File: config.mk
export PLATFORM = sky130hd
export DESIGN_NAME = vga_fill_engine
export DESIGN_NICKNAME = d
export VERILOG_FILES = /design/src/rtl/vga_fill_engine.sv
export SDC_FILE = /design/constraint.sdc
export NUM_CORES = 1
export LEC_CHECK = 0
export ABC_CLOCK_PERIOD_IN_PS = 4700
export CORE_MARGIN = 10
export CORE_UTILIZATION = 55
export DETAILED_ROUTE_END_ITERATION = 8
export PLACE_DENSITY = 0.8
export SYNTH_ARGS = -nofsm -noshare
export SYNTH_HDL_FRONTEND = slang
export SYNTH_SLANG_ARGS = --single-unit
File: constraint.sdc
create_clock -name clk -period 4.7 [get_ports clk]
set_clock_uncertainty 0.2 [all_clocks]
set_input_delay 1.175 -clock clk [delete_from_list [all_inputs] [get_ports clk]]
set_output_delay 1.175 -clock clk [all_outputs]
set_load 0.01 [all_outputs]
File: src/rtl/vga_fill_engine.sv
// Bus-mapped pixel writer and solid-rectangle filler for the 100x75-cell
// framebuffer write port; cell (col,row) lives at row*100 + col + 1.
module vga_fill_engine (
    input  logic        clk,
    input  logic        rst,
    input  logic        bus_we,
    input  logic        bus_re,
    input  logic [2:0]  bus_addr,
    input  logic [31:0] bus_wdata,
    output logic [31:0] bus_rdata,
    output logic        write_enable,
    output logic [18:0] write_address,
    output logic [7:0]  write_data,
    output logic        done
);
    localparam logic [6:0] COLS = 7'd100;
    localparam logic [6:0] ROWS = 7'd75;

    typedef enum logic [1:0] {S_IDLE, S_SETUP, S_FILL} state_t;
    state_t state_q, state_d;

    logic [6:0]  x0_q, y0_q;
    logic [7:0]  w_q, h_q, color_q;
    logic [6:0]  sx_q, sy_q;
    logic [7:0]  sw_q, sh_q, scolor_q;
    logic [7:0]  ew_q, eh_q, col_q, row_q;
    logic [18:0] row_base_q;
    logic        pix_we_q;
    logic [18:0] pix_addr_q;
    logic [7:0]  pix_data_q;
    logic        done_q, drop_q, donef_q;
    logic [31:0] rdata_q;

    logic        busy, start, wr_pix, rd_status, pix_ok, fill_done;
    logic        empty, last_col, last_row;
    logic [7:0]  avail_w, avail_h, ew_d, eh_d;
    logic [18:0] base_d;
    logic [31:0] rdata_d;
    logic        unused_bits;

    assign unused_bits = ^bus_wdata[15:8];

    assign busy      = (state_q != S_IDLE);
    assign start     = bus_we && (bus_addr == 3'd3) && bus_wdata[0] && !busy;
    assign wr_pix    = bus_we && (bus_addr == 3'd4);
    assign rd_status = bus_re && (bus_addr == 3'd3);
    assign pix_ok    = (bus_wdata[6:0] < COLS) && (bus_wdata[22:16] < ROWS);

    // Clipping works on the shadow copies, so it is stable for the whole SETUP cycle.
    assign empty   = (sx_q >= COLS) || (sy_q >= ROWS) || (sw_q == 8'd0) || (sh_q == 8'd0);
    assign avail_w = {1'b0, COLS} - {1'b0, sx_q};
    assign avail_h = {1'b0, ROWS} - {1'b0, sy_q};
    assign ew_d    = (sw_q < avail_w) ? sw_q : avail_w;
    assign eh_d    = (sh_q < avail_h) ? sh_q : avail_h;
    assign base_d  = 19'(sy_q) * 19'd100 + 19'(sx_q) + 19'd1;

    assign last_col = (col_q == ew_q - 8'd1);
    assign last_row = (row_q == eh_q - 8'd1);

    always_comb begin
        state_d   = state_q;
        fill_done = 1'b0;
        case (state_q)
            S_IDLE:  if (start) state_d = S_SETUP;
            S_SETUP: begin
                fill_done = empty;
                state_d   = empty ? S_IDLE : S_FILL;
            end
            S_FILL:  if (last_col && last_row) begin
                fill_done = 1'b1;
                state_d   = S_IDLE;
            end
            default: state_d = S_IDLE;
        endcase
    end

    always_ff @(posedge clk) begin
        if (rst) state_q <= S_IDLE;
        else     state_q <= state_d;
    end

    always_comb begin
        case (bus_addr)
            3'd0:    rdata_d = {9'd0, y0_q, 9'd0, x0_q};
            3'd1:    rdata_d = {8'd0, h_q, 8'd0, w_q};
            3'd2:    rdata_d = {24'd0, color_q};
            3'd3:    rdata_d = {29'd0, donef_q, drop_q, busy};
            default: rdata_d = 32'd0;
        endcase
    end

    always_ff @(posedge clk) begin
        if (rst) begin
            x0_q <= '0; y0_q <= '0; w_q <= '0; h_q <= '0; color_q <= '0;
            sx_q <= '0; sy_q <= '0; sw_q <= '0; sh_q <= '0; scolor_q <= '0;
            ew_q <= '0; eh_q <= '0; col_q <= '0; row_q <= '0; row_base_q <= '0;
            pix_we_q <= 1'b0; pix_addr_q <= '0; pix_data_q <= '0;
            done_q <= 1'b0; drop_q <= 1'b0; donef_q <= 1'b0; rdata_q <= '0;
        end else begin
            if (bus_we) begin
                case (bus_addr)
                    3'd0: begin x0_q <= bus_wdata[6:0]; y0_q <= bus_wdata[22:16]; end
                    3'd1: begin w_q <= bus_wdata[7:0]; h_q <= bus_wdata[23:16]; end
                    3'd2: color_q <= bus_wdata[7:0];
                    default: ;
                endcase
            end
            if (start) begin
                sx_q <= x0_q; sy_q <= y0_q; sw_q <= w_q; sh_q <= h_q; scolor_q <= color_q;
            end
            if (state_q == S_SETUP) begin
                ew_q <= ew_d; eh_q <= eh_d;
                col_q <= '0; row_q <= '0;
                row_base_q <= base_d;
            end else if (state_q == S_FILL) begin
                // Row base steps by one framebuffer row; no multiply inside the loop.
                if (last_col) begin
                    col_q      <= '0;
                    row_q      <= row_q + 8'd1;
                    row_base_q <= row_base_q + 19'd100;
                end else begin
                    col_q <= col_q + 8'd1;
                end
            end
            pix_we_q   <= wr_pix && !busy && pix_ok;
            pix_addr_q <= 19'(bus_wdata[22:16]) * 19'd100 + 19'(bus_wdata[6:0]) + 19'd1;
            pix_data_q <= bus_wdata[31:24];
            done_q     <= fill_done;
            // A flag event on the same edge as a status read survives the clear.
            if (wr_pix && busy) drop_q <= 1'b1;
            else if (rd_status) drop_q <= 1'b0;
            if (fill_done)      donef_q <= 1'b1;
            else if (rd_status) donef_q <= 1'b0;
            if (bus_re) rdata_q <= rdata_d;
        end
    end

    always_comb begin
        write_enable  = (state_q == S_FILL) || pix_we_q;
        write_address = '0;
        write_data    = '0;
        if (state_q == S_FILL) begin
            write_address = row_base_q + 19'(col_q);
            write_data    = scolor_q;
        end else if (pix_we_q) begin
            write_address = pix_addr_q;
            write_data    = pix_data_q;
        end
    end

    assign done      = done_q;
    assign bus_rdata = rdata_q;
endmodule
==> PnR_summary.wiki, run 1 <==
{| class="wikitable"
! Metric !! Value
|-
| Vias in the first global route || 8768
|-
| Setup CP Type || reg2out
|-
| Synth Instances || 1301
|-
| Number of levels in the clock H-tree || 4
|-
| Leading cell types by count after synthesis || nand2_1, dfxtp_1, a21oi_1, nor2_1, ha_1
|-
| Power density over the cells || 280 nW/um^2
|-
| Chip Width || 159 um
|-
| Worst flop-to-flop path startpoint || sy_q[3]
|-
| Max-cap violation count || 0
|-
| Cell with the most instances on the worst path || o21ai_0
|-
| CTS sink count || 172
|-
| Portion of synthesized cell area occupied by the leading cell type || 32.4%
|-
| Worst Hold Path Cells || 2
|-
| Mean area per synthesized cell || 8.16 sq um
|-
| Sum of met2 wire segment lengths after detailed routing || 13100 um
|-
| Total Wirelength || 28700 um
|-
| Worst path max stage delay || 0.57 ns
|-
| Overflow left after global routing || 0
|-
| Largest voltage drop on the vdd net || 0.259 mV
|-
| Number of antenna-violating nets in the routed design || 0
|-
| # DRC || 0
|-
| Slew at the pin with the worst max-slew slack || 1.10 ns
|-
| Highest metal layer with signal wires || met4
|-
| Total Negative Setup Slacks || 0 ns
|-
| Via count || 9510
|-
| Cells on worst reg2reg path || 13
|-
| Global-route wire length before repair || 46100 um
|-
| Number of buffers created by CTS || 17
|-
| Worst Hold Path EP || scolor_q[1]
|-
| Crit path time final || 4.54 ns
|-
| Number of setup violations in the final report || 0
|-
| Overall fraction of global-route tracks in use || 21.7%
|-
| Static Leakage || 4.75 nW
|-
| Metal-1 WL || 13000 um
|-
| Initial DRC count || 873
|-
| Tightest Hold Check Type || reg2reg
|-
| Final Cycle Share || 96.7%
|-
| Unique cell type count in the Yosys netlist || 70
|-
| Final hold vios || 0
|-
| Final Max Slew Viols || 0
|-
| Initial cell density of the core || 56.4%
|-
| CTS max path bufs || 2
|-
| Hold-fix buffers at CTS || 0
|-
| Top_reg_cell synth || dfxtp_1
|-
| Total of warnings raised by yosys || 0
|-
| Min-delay src || scolor_q[1]
|-
| Count of flip-flops with a built-in enable after synthesis || 0
|-
| Final RePlAce weighted congestion || 0.919
|-
| Count of pins on the block boundary || 100
|-
| Required time worst endpoint || 3.32 ns
|-
| Diodes inserted || 0
|-
| FMAX || 0.220 GHz
|-
| Slowest cell on the critical path || clkdlybuf4s50_1
|-
| Total of flip-flops plus latches after synthesis || 172
|-
| Register ranked first by flip-flop count || row_base_q
|-
| Clock insertion delay at the later pin of the skew report || 0.44 ns
|-
| Cell-by-cell trace of the critical path || ha_1 -> nor2b_1 -> o21ai_0 -> a21boi_2 -> o21ai_4 -> a211oi_2 -> xnor2_1 -> o21ai_0 -> clkdlybuf4s50_1
|-
| Pin count of the biggest net entering global routing || 88
|-
| Cell types occupying the most area after synthesis || dfxtp_1, ha_1, nand2_1
|-
| FP Rows || 50
|-
| CTS tree || yes
|-
| Largest register FFs || 19
|-
| Headroom to the max-slew limit || 26.1%
|-
| Final net count || 1509
|-
| Detail-routed net length per standard cell || 17.5 um
|-
| Outcome || finished, final reports clean
|-
| Post-synthesis instance area || 10600 sq um
|-
| Cell at the root of the clock tree || clkbuf_16
|-
| First-pass DRT Iterations || 8
|-
| I/O Buffers || 75
|-
| Post-synthesis async set-or-reset flop share || 0%
|-
| Top cell type by total area after synthesis || dfxtp_1
|-
| Clock-pin slew on the worst setup and hold paths || 0.07 ns
|-
| RSZ-0062 raised after global routing || yes
|-
| Most common cell in the netlist || nand2_1
|-
| Layout Area Growth over Synthesis || 15.7%
|-
| Total half-perimeter wirelength after legalization and detailed placement || 21300 um
|-
| Average via count per standard cell || 5.82
|-
| Layout cell share with drive strength beyond 1 || 7.27%
|-
| Critical Path Source Type || register
|-
| Worst-path maximum fanout || 7
|-
| Die Height || 159 um
|-
| Sequential-to-total area share from yosys stat || 32.4%
|-
| Kind of capture point of the worst setup path || output pin
|-
| Die footprint || 25300 sq um
|-
| Post-layout total power || 3.43 mW
|-
| End of the worst register-to-register path || row_base_q[13]
|-
| Antenna violations before repair || 0
|-
| Met3 WL || 1910 um
|-
| Minimum setup slack among reg-to-reg paths || 0.46 ns
|-
| Data arrival time of the worst path || 3.17 ns
|-
| Area of the placeable core || 18800 sq um
|}
[cell type report]
class | instances | area (sq um)
tap | 260 | 325
clock buffer | 17 | 425
clock inverter | 14 | 175
fill | 1597 | 6550
sequential | 172 | 3440
timing repair buffer | 106 | 983
inverter | 57 | 214
multi-input combinational | 1009 | 6720
[cells by family after synthesis]
family                   after synthesis  share of synthesized area, %
AND/OR/NAND/NOR                      462                          20.0
AO/OA/AOI/OAI                        309                          18.6
flip-flops                           172                          32.4
buffers and inverters                135                          5.34
adder cells (fa/ha/maj)              107                          13.0
XOR/XNOR                              80                          6.86
multiplexers                          35                          3.78
other                                  1                        0.0353
[repair_timing]
action	4_1_cts	5_1_grt
setup buffers	0	1
cloned	0	0
pin swaps	0	2
gates resized for setup	4	9
setup endpoints to repair	5	5
[placed cells by master, fill, tap and decap left out, drive strengths merged, types with 11 or more instances in the layout]
master | synthesis | routed
nand2 | 205 | 205
dfxtp | 172 | 172
a21oi | 115 | 115
nor2 | 105 | 105
ha | 102 | 102
clkdlybuf4s50 | 0 | 73
inv | 56 | 62
o21ai | 48 | 48
xnor2 | 43 | 43
xor2 | 35 | 35
buf | 25 | 32
a22oi | 22 | 22
nor3 | 22 | 22
mux2i | 21 | 21
nand3 | 20 | 20
a211oi | 20 | 20
nand2b | 19 | 19
nor2b | 17 | 17
clkbuf | 53 | 17
conb | 1 | 16
o211ai | 14 | 14
a21o | 13 | 13
nand4 | 13 | 13
a22o | 12 | 12
and2 | 12 | 12
mux2 | 11 | 11
[per-stage QoR]
stage	util (%)	hold WS (ns)	instances	area [sq um]	worst slack, ns
2_1_floorplan	-	0.237	1316	10700	0.695
3_3_place_gp	61.7	0.246	1603	11600	-0.131
3_5_place_dp	61.7	0.253	1603	11600	-0.201
4_1_cts	64.9	0.263	1634	12200	0.0809
5_1_grt	65.2	0.284	1635	12300	-0.0485
6_report	65.2	0.266	1635	12300	0.157
[power by group]
part | internal, mW | leakage [nW] | total (mW) | switching (mW)
clock | 0.758 | 0.288 | 1.44 | 0.681
sequential | 1.51 | 1.39 | 1.54 | 0.0342
combinational | 0.200 | 3.07 | 0.454 | 0.254
[how the worst max path moves through the flow]
| stage | from | end |
|---|---|---|
| final | col_q[2] | write_address[12] |
| after global placement | bus_wdata[18] | pix_addr_q[12] |
| after global routing | col_q[2] | write_address[8] |
| after CTS | col_q[0] | write_address[18] |
| after floorplan | bus_wdata[18] | pix_addr_q[12] |
| after detailed placement | bus_wdata[18] | pix_addr_q[12] |
[per-layer routing]
layer	global-route usage (%)	vias to the layer above
met2	34.0	312
met3	4.85	45
met5	0	-
met1	29.3	4486
met4	6.15	0
li1	-	4667
[critical path, delay by kind of cell, from the launching register on]
| kind | cells | cell delay (ns) |
|---|---|---|
| and+or+nand+nor | 1 | 0.14 |
| AOI/OAI and AO/OA | 5 | 1.06 |
| adders and majority gates | 1 | 0.31 |
| xor gates and xnor gates | 1 | 0.20 |
| DFF | 1 | 0.45 |
| buffers and inverters | 1 | 0.57 |
Power figures use the tool's default switching activity.
==> inputs of run 2 (changes only) <==
ABC_CLOCK_PERIOD_IN_PS = 4100   (was 4700)
CORE_UTILIZATION = 53   (was 55)
PLACE_DENSITY = 0.81   (was 0.8)
clock period = 4.1 ns   (was 4.7 ns; I/O delays follow)
==> PnR_summary.wiki, run 2 (same netlist as run 1, synthesis figures left out) <==
{| class="wikitable"
! Metric !! Value
|-
| Outcome || finished, final reports clean
|-
| Antenna violations before repair || 0
|-
| Final net count || 1540
|-
| Clock-pin slew on the worst setup and hold paths || 0.07 ns
|-
| Layout cell share with drive strength beyond 1 || 11.0%
|-
| Diodes inserted || 0
|-
| Cell at the root of the clock tree || clkbuf_16
|-
| Final hold vios || 0
|-
| First-pass DRT Iterations || 5
|-
| Layout Area Growth over Synthesis || 18.7%
|-
| I/O Buffers || 75
|-
| Static Leakage || 4.96 nW
|-
| Area of the placeable core || 19600 sq um
|-
| Critical Path Source Type || register
|-
| Number of filler cells placed in the layout || 1678
|-
| Worst-path maximum fanout || 3
|-
| Final RePlAce weighted congestion || 0.961
|-
| Register ranked first by flip-flop count || row_base_q
|-
| FP Rows || 51
|-
| Initial cell density of the core || 54.2%
|-
| Overflow left after global routing || 0
|-
| CTS sink count || 172
|-
| Headroom to the max-slew limit || 42.2%
|-
| Die Height || 162 um
|-
| Cell count after placement || 1637
|-
| Number of antenna-violating nets in the routed design || 0
|-
| Max-cap violation count || 0
|-
| Overall fraction of global-route tracks in use || 22.4%
|-
| Leading cell types in the layout, fill and taps excluded || nand2_1, dfxtp_1, a21oi_1, nor2_1, ha_1
|-
| Required time worst endpoint || 2.87 ns
|-
| FMAX || 0.248 GHz
|-
| Clock insertion delay at the later pin of the skew report || 0.43 ns
|-
| Leading cell type in the layout, fill and taps excluded || nand2_1
|-
| Tightest Hold Check Type || reg2reg
|-
| Count of pins on the block boundary || 100
|-
| Final Max Slew Viols || 0
|-
| Initial DRC count || 796
|-
| # DRC || 0
|-
| Total Wirelength || 29800 um
|-
| Worst path max stage delay || 0.35 ns
|-
| Setup slack after layout || 0.0735 ns
|-
| Slew at the pin with the worst max-slew slack || 0.867 ns
|-
| Kind of capture point of the worst setup path || output pin
|-
| Detail-routed net length per standard cell || 17.9 um
|-
| Via count || 9780
|-
| Worst hold slack across all endpoints || 0.260 ns
|-
| CTS tree || yes
|-
| Total half-perimeter wirelength after legalization and detailed placement || 22100 um
|-
| Data arrival time of the worst path || 2.80 ns
|-
| Power density over the cells || 310 nW/um^2
|-
| Non-Filler Instances || 1671
|-
| RSZ-0062 raised after global routing || yes
|-
| Vias in the first global route || 9415
|-
| Largest register FFs || 19
|-
| Final Cycle Share || 98.2%
|-
| Hold-fix buffers at CTS || 0
|-
| Setup CP Type || reg2out
|-
| Average via count per standard cell || 5.85
|-
| Pin count of the biggest net entering global routing || 61
|-
| Die footprint || 26100 sq um
|-
| Slowest cell on the critical path || dfxtp_2
|-
| Crit path time final || 4.03 ns
|-
| Number of setup violations in the final report || 0
|-
| Largest voltage drop on the vdd net || 0.303 mV
|-
| Number of buffers created by CTS || 17
|-
| Place WS || -0.508 ns
|-
| Cell-by-cell trace of the critical path || ha_4 -> inv_2 -> fa_2 -> nor2b_1 -> o21ai_1 -> a21boi_1 -> o21ai_2 -> buf_6 -> a2111oi_4 -> buf_4 -> xnor2_2 -> nor2_1 -> buf_2
|-
| Global-route wire length before repair || 48300 um
|-
| Total Negative Setup Slacks || 0 ns
|-
| Chip Width || 162 um
|-
| Number of levels in the clock H-tree || 4
|-
| CTS max path bufs || 2
|}
## run 2: final timing paths
kind / startpoint / to / slack (ns) / depth (start not counted)
worst max-delay path: col_q[0] / write_address[16] / 0.07 / 13
worst min-delay path: scolor_q[2] / scolor_q[2] / 0.26 / 2
worst max register to register: sy_q[2] / row_base_q[12] / 0.25 / 15
worst min register to register: scolor_q[2] / scolor_q[2] / 0.26 / 2
## run 2: routing by layer
| layer | vias to the layer above | wire length [um] | track usage [%] |
|---|---|---|---|
| li1 | 4719 | - | - |
| met1 | 4631 | 12900 | 28.2 |
| met2 | 360 | 14100 | 36.8 |
| met3 | 70 | 1970 | 5.06 |
| met4 | 0 | 876 | 7.86 |
| met5 | - | 0 | 0 |
## run 2: worst max-delay path: cells and delay by family (launching register included)
| kind | cells | cell delay (ns) |
|---|---|---|
| fa+ha+maj | 2 | 0.49 |
| compound gates | 4 | 0.77 |
| flops | 1 | 0.35 |
| xor+xnor | 1 | 0.10 |
| simple gates | 2 | 0.16 |
| buf+inv | 4 | 0.49 |
## run 2: what timing repair did
item,in CTS,in global routing
pin swaps,4,14
gates resized for setup,44,33
endpoints found under the hold margin,0,0
setup buffers,2,1
setup endpoints to repair,16,15
## run 2: cell type report
type	count	area, sq um	share of cell area, %
Tap cell	265	332	2.63
Inverter	57	214	1.70
Timing Repair Buffer	137	1190	9.46
Clock inverter	11	113	0.894
Clock buffer	20	437	3.47
Multi-Input combinational cell	1009	6870	54.5
Sequential cell	172	3450	27.4
## run 2: power by group
part           switching [mW]  leakage, nW  internal (mW)
clock                   0.709        0.259          0.843
sequential             0.0493         1.40           1.73
combinational           0.313         3.30          0.267
total                    1.07         4.96           2.84
## run 2: through the flow
step | util (%) | total power [mW] | area, sq um
2_1_floorplan | - | 2.14 | 10700
5_1_grt | 64.3 | 4.05 | 12600
3_5_place_dp | 60.5 | 2.36 | 11800
4_1_cts | 63.7 | 3.90 | 12500
6_report | 64.3 | 3.91 | 12600
3_3_place_gp | 60.5 | 2.35 | 11800
==> RTL edit, RTL diff (settings of run 1) <==
Reset style: asynchronous (`rst`), changed in 2 clocked blocks.
--- a/src/rtl/vga_fill_engine.sv
+++ b/src/rtl/vga_fill_engine.sv
@@ -74,7 +74,7 @@
         endcase
     end
 
-    always_ff @(posedge clk) begin
+    always_ff @(posedge clk or posedge rst) begin
         if (rst) state_q <= S_IDLE;
         else     state_q <= state_d;
     end
@@ -89,7 +89,7 @@
         endcase
     end
 
-    always_ff @(posedge clk) begin
+    always_ff @(posedge clk or posedge rst) begin
         if (rst) begin
             x0_q <= '0; y0_q <= '0; w_q <= '0; h_q <= '0; color_q <= '0;
             sx_q <= '0; sy_q <= '0; sw_q <= '0; sh_q <= '0; scolor_q <= '0;
Function: differs if rst is asserted again (counterexample within 4 cycles, from zero or initial values and one cycle with rst high); with rst held inactive, the same outputs for 4 cycles.
==> RTL edit against run 1 <==
Non-clock buffer count is 2 lower. Worst setup slack lost 0.053 ns. Sequential share of layout area rose by 5.6 points. Largest cell class unchanged. Maximum frequency down 1.1%. Synthesized area increased by 3.9%. Wire length fell by 5.9%. Highest routed layer unchanged. Sequential cell count stayed put. Cell area grew 4.3%.
Power is not compared: it rests on default switching activity, and its combinational part moved more than twofold at a synthesized area within 25%.
==> RTL edit: results (changes against run 1) <==
* Placer congestion estimate at 0.9110 (was 0.9194)
* Finished Layout Cells at 1,455 (was 1,635)
* Clk cell area share at 5.075% (was 4.888%)
* Nonclk buf count at 104 (was 106)
* First-pass GRT wire length at 44.34 mm (was 46.06 mm)
* Avg Cell Area, Syn at 10.06 um2 (was 8.159 um2)
* Crit path arrival time at 3.22 ns (was 3.17 ns)
* Met1 usage at 26.82% (was 29.30%)
* Vias per cell at 5.880 (was 5.817)
* Seq/total area at 33.58% (was 28.03%)
* Tot Pwr at 7.691 mW
* Worst r2r dst: row_base_q[14] (was row_base_q[13])
* Pre-CTS WS at -0.1404 ns (was -0.2010 ns)
* GRT Util Overall at 20.69% (was 21.69%)
* Met3 routed WL at 1.238 mm (was 1.907 mm)
* Met2 usage at 34.57% (was 33.97%)
* Hold_sp: donef_q (was scolor_q[1])
* Drt pass-1 iters at 6 (was 8)
* Beginning of the critical path: col_q[1] (was col_q[2])
* Worst Path Max Fanout at 5 (was 7)
* Vias in the first global route at 8,655 (was 8,768)
* Min Clock Period, post-route at 4.595 ns (was 4.543 ns)
* Routed WL per cell at 18.56 um (was 17.55 um)
* Final non-clock buffer share at 7.798% (was 8.005%)
* Sequential share of the synthesized area at 39.02% (was 32.44%)
* Synth area leaders: dfrtp_1 (39%), ha_1 (12%), mux2_2 (8.0%) (was dfxtp_1 (32%), ha_1 (12%), nand2_1 (7.2%))
* CP max stage delay at 0.54 ns (was 0.57 ns)
* Outcome: finished, final reports clean (unchanged)
* Tightest Pin Transition at 1.052 ns (was 1.100 ns)
* Area of the multi-input gates at 6277 um2 (was 6719 um2)
* Worst hold slack at 0.3227 ns (was 0.2660 ns)
* Share of layout cells above drive strength 1 at 14.37% (was 7.273%)
* Hold Path Sink: donef_q (was scolor_q[1])
* DP HPWL at 19.73 mm (was 21.32 mm)
* Worst R2R Start: sy_q[2] (was sy_q[3])
-- RTL edit: cell count changes after synthesis, moves of 13 or more --
cell / before / now
a22oi_1: 22 / 3
o211ai_1: 14 / 1
mux2_2: 11 / 78
nor2_1: 104 / 75
dfxtp_1: 172 / 0
dfrtp_1: 0 / 172
clkbuf_1: 53 / 31
a21oi_1: 114 / 51
o22ai_1: 5 / 18
a211oi_1: 20 / 6
nand2_1: 205 / 72
-- RTL edit: cell families after synthesis --
kind of cell | share of synthesized area [%]
AOI/OAI and AO/OA | 14.76
xor gates and xnor gates | 6.193
adders and majority gates | 12.48
buffers and inverters | 5.024
DFF | 39.02
muxes | 10.21
other | 0.03399
and+or+nand+nor | 12.29
-- RTL edit: metrics by stage --
stage	utilization, %	TNS, ns	instance area (um2)
after floorplan	-	0	11090
after global placement	61.89	-0.03368	12120
after detailed placement	61.89	-0.2988	12120
after CTS	65.26	-0.03133	12780
after global routing	65.44	-0.07152	12820
final	65.44	0	12820
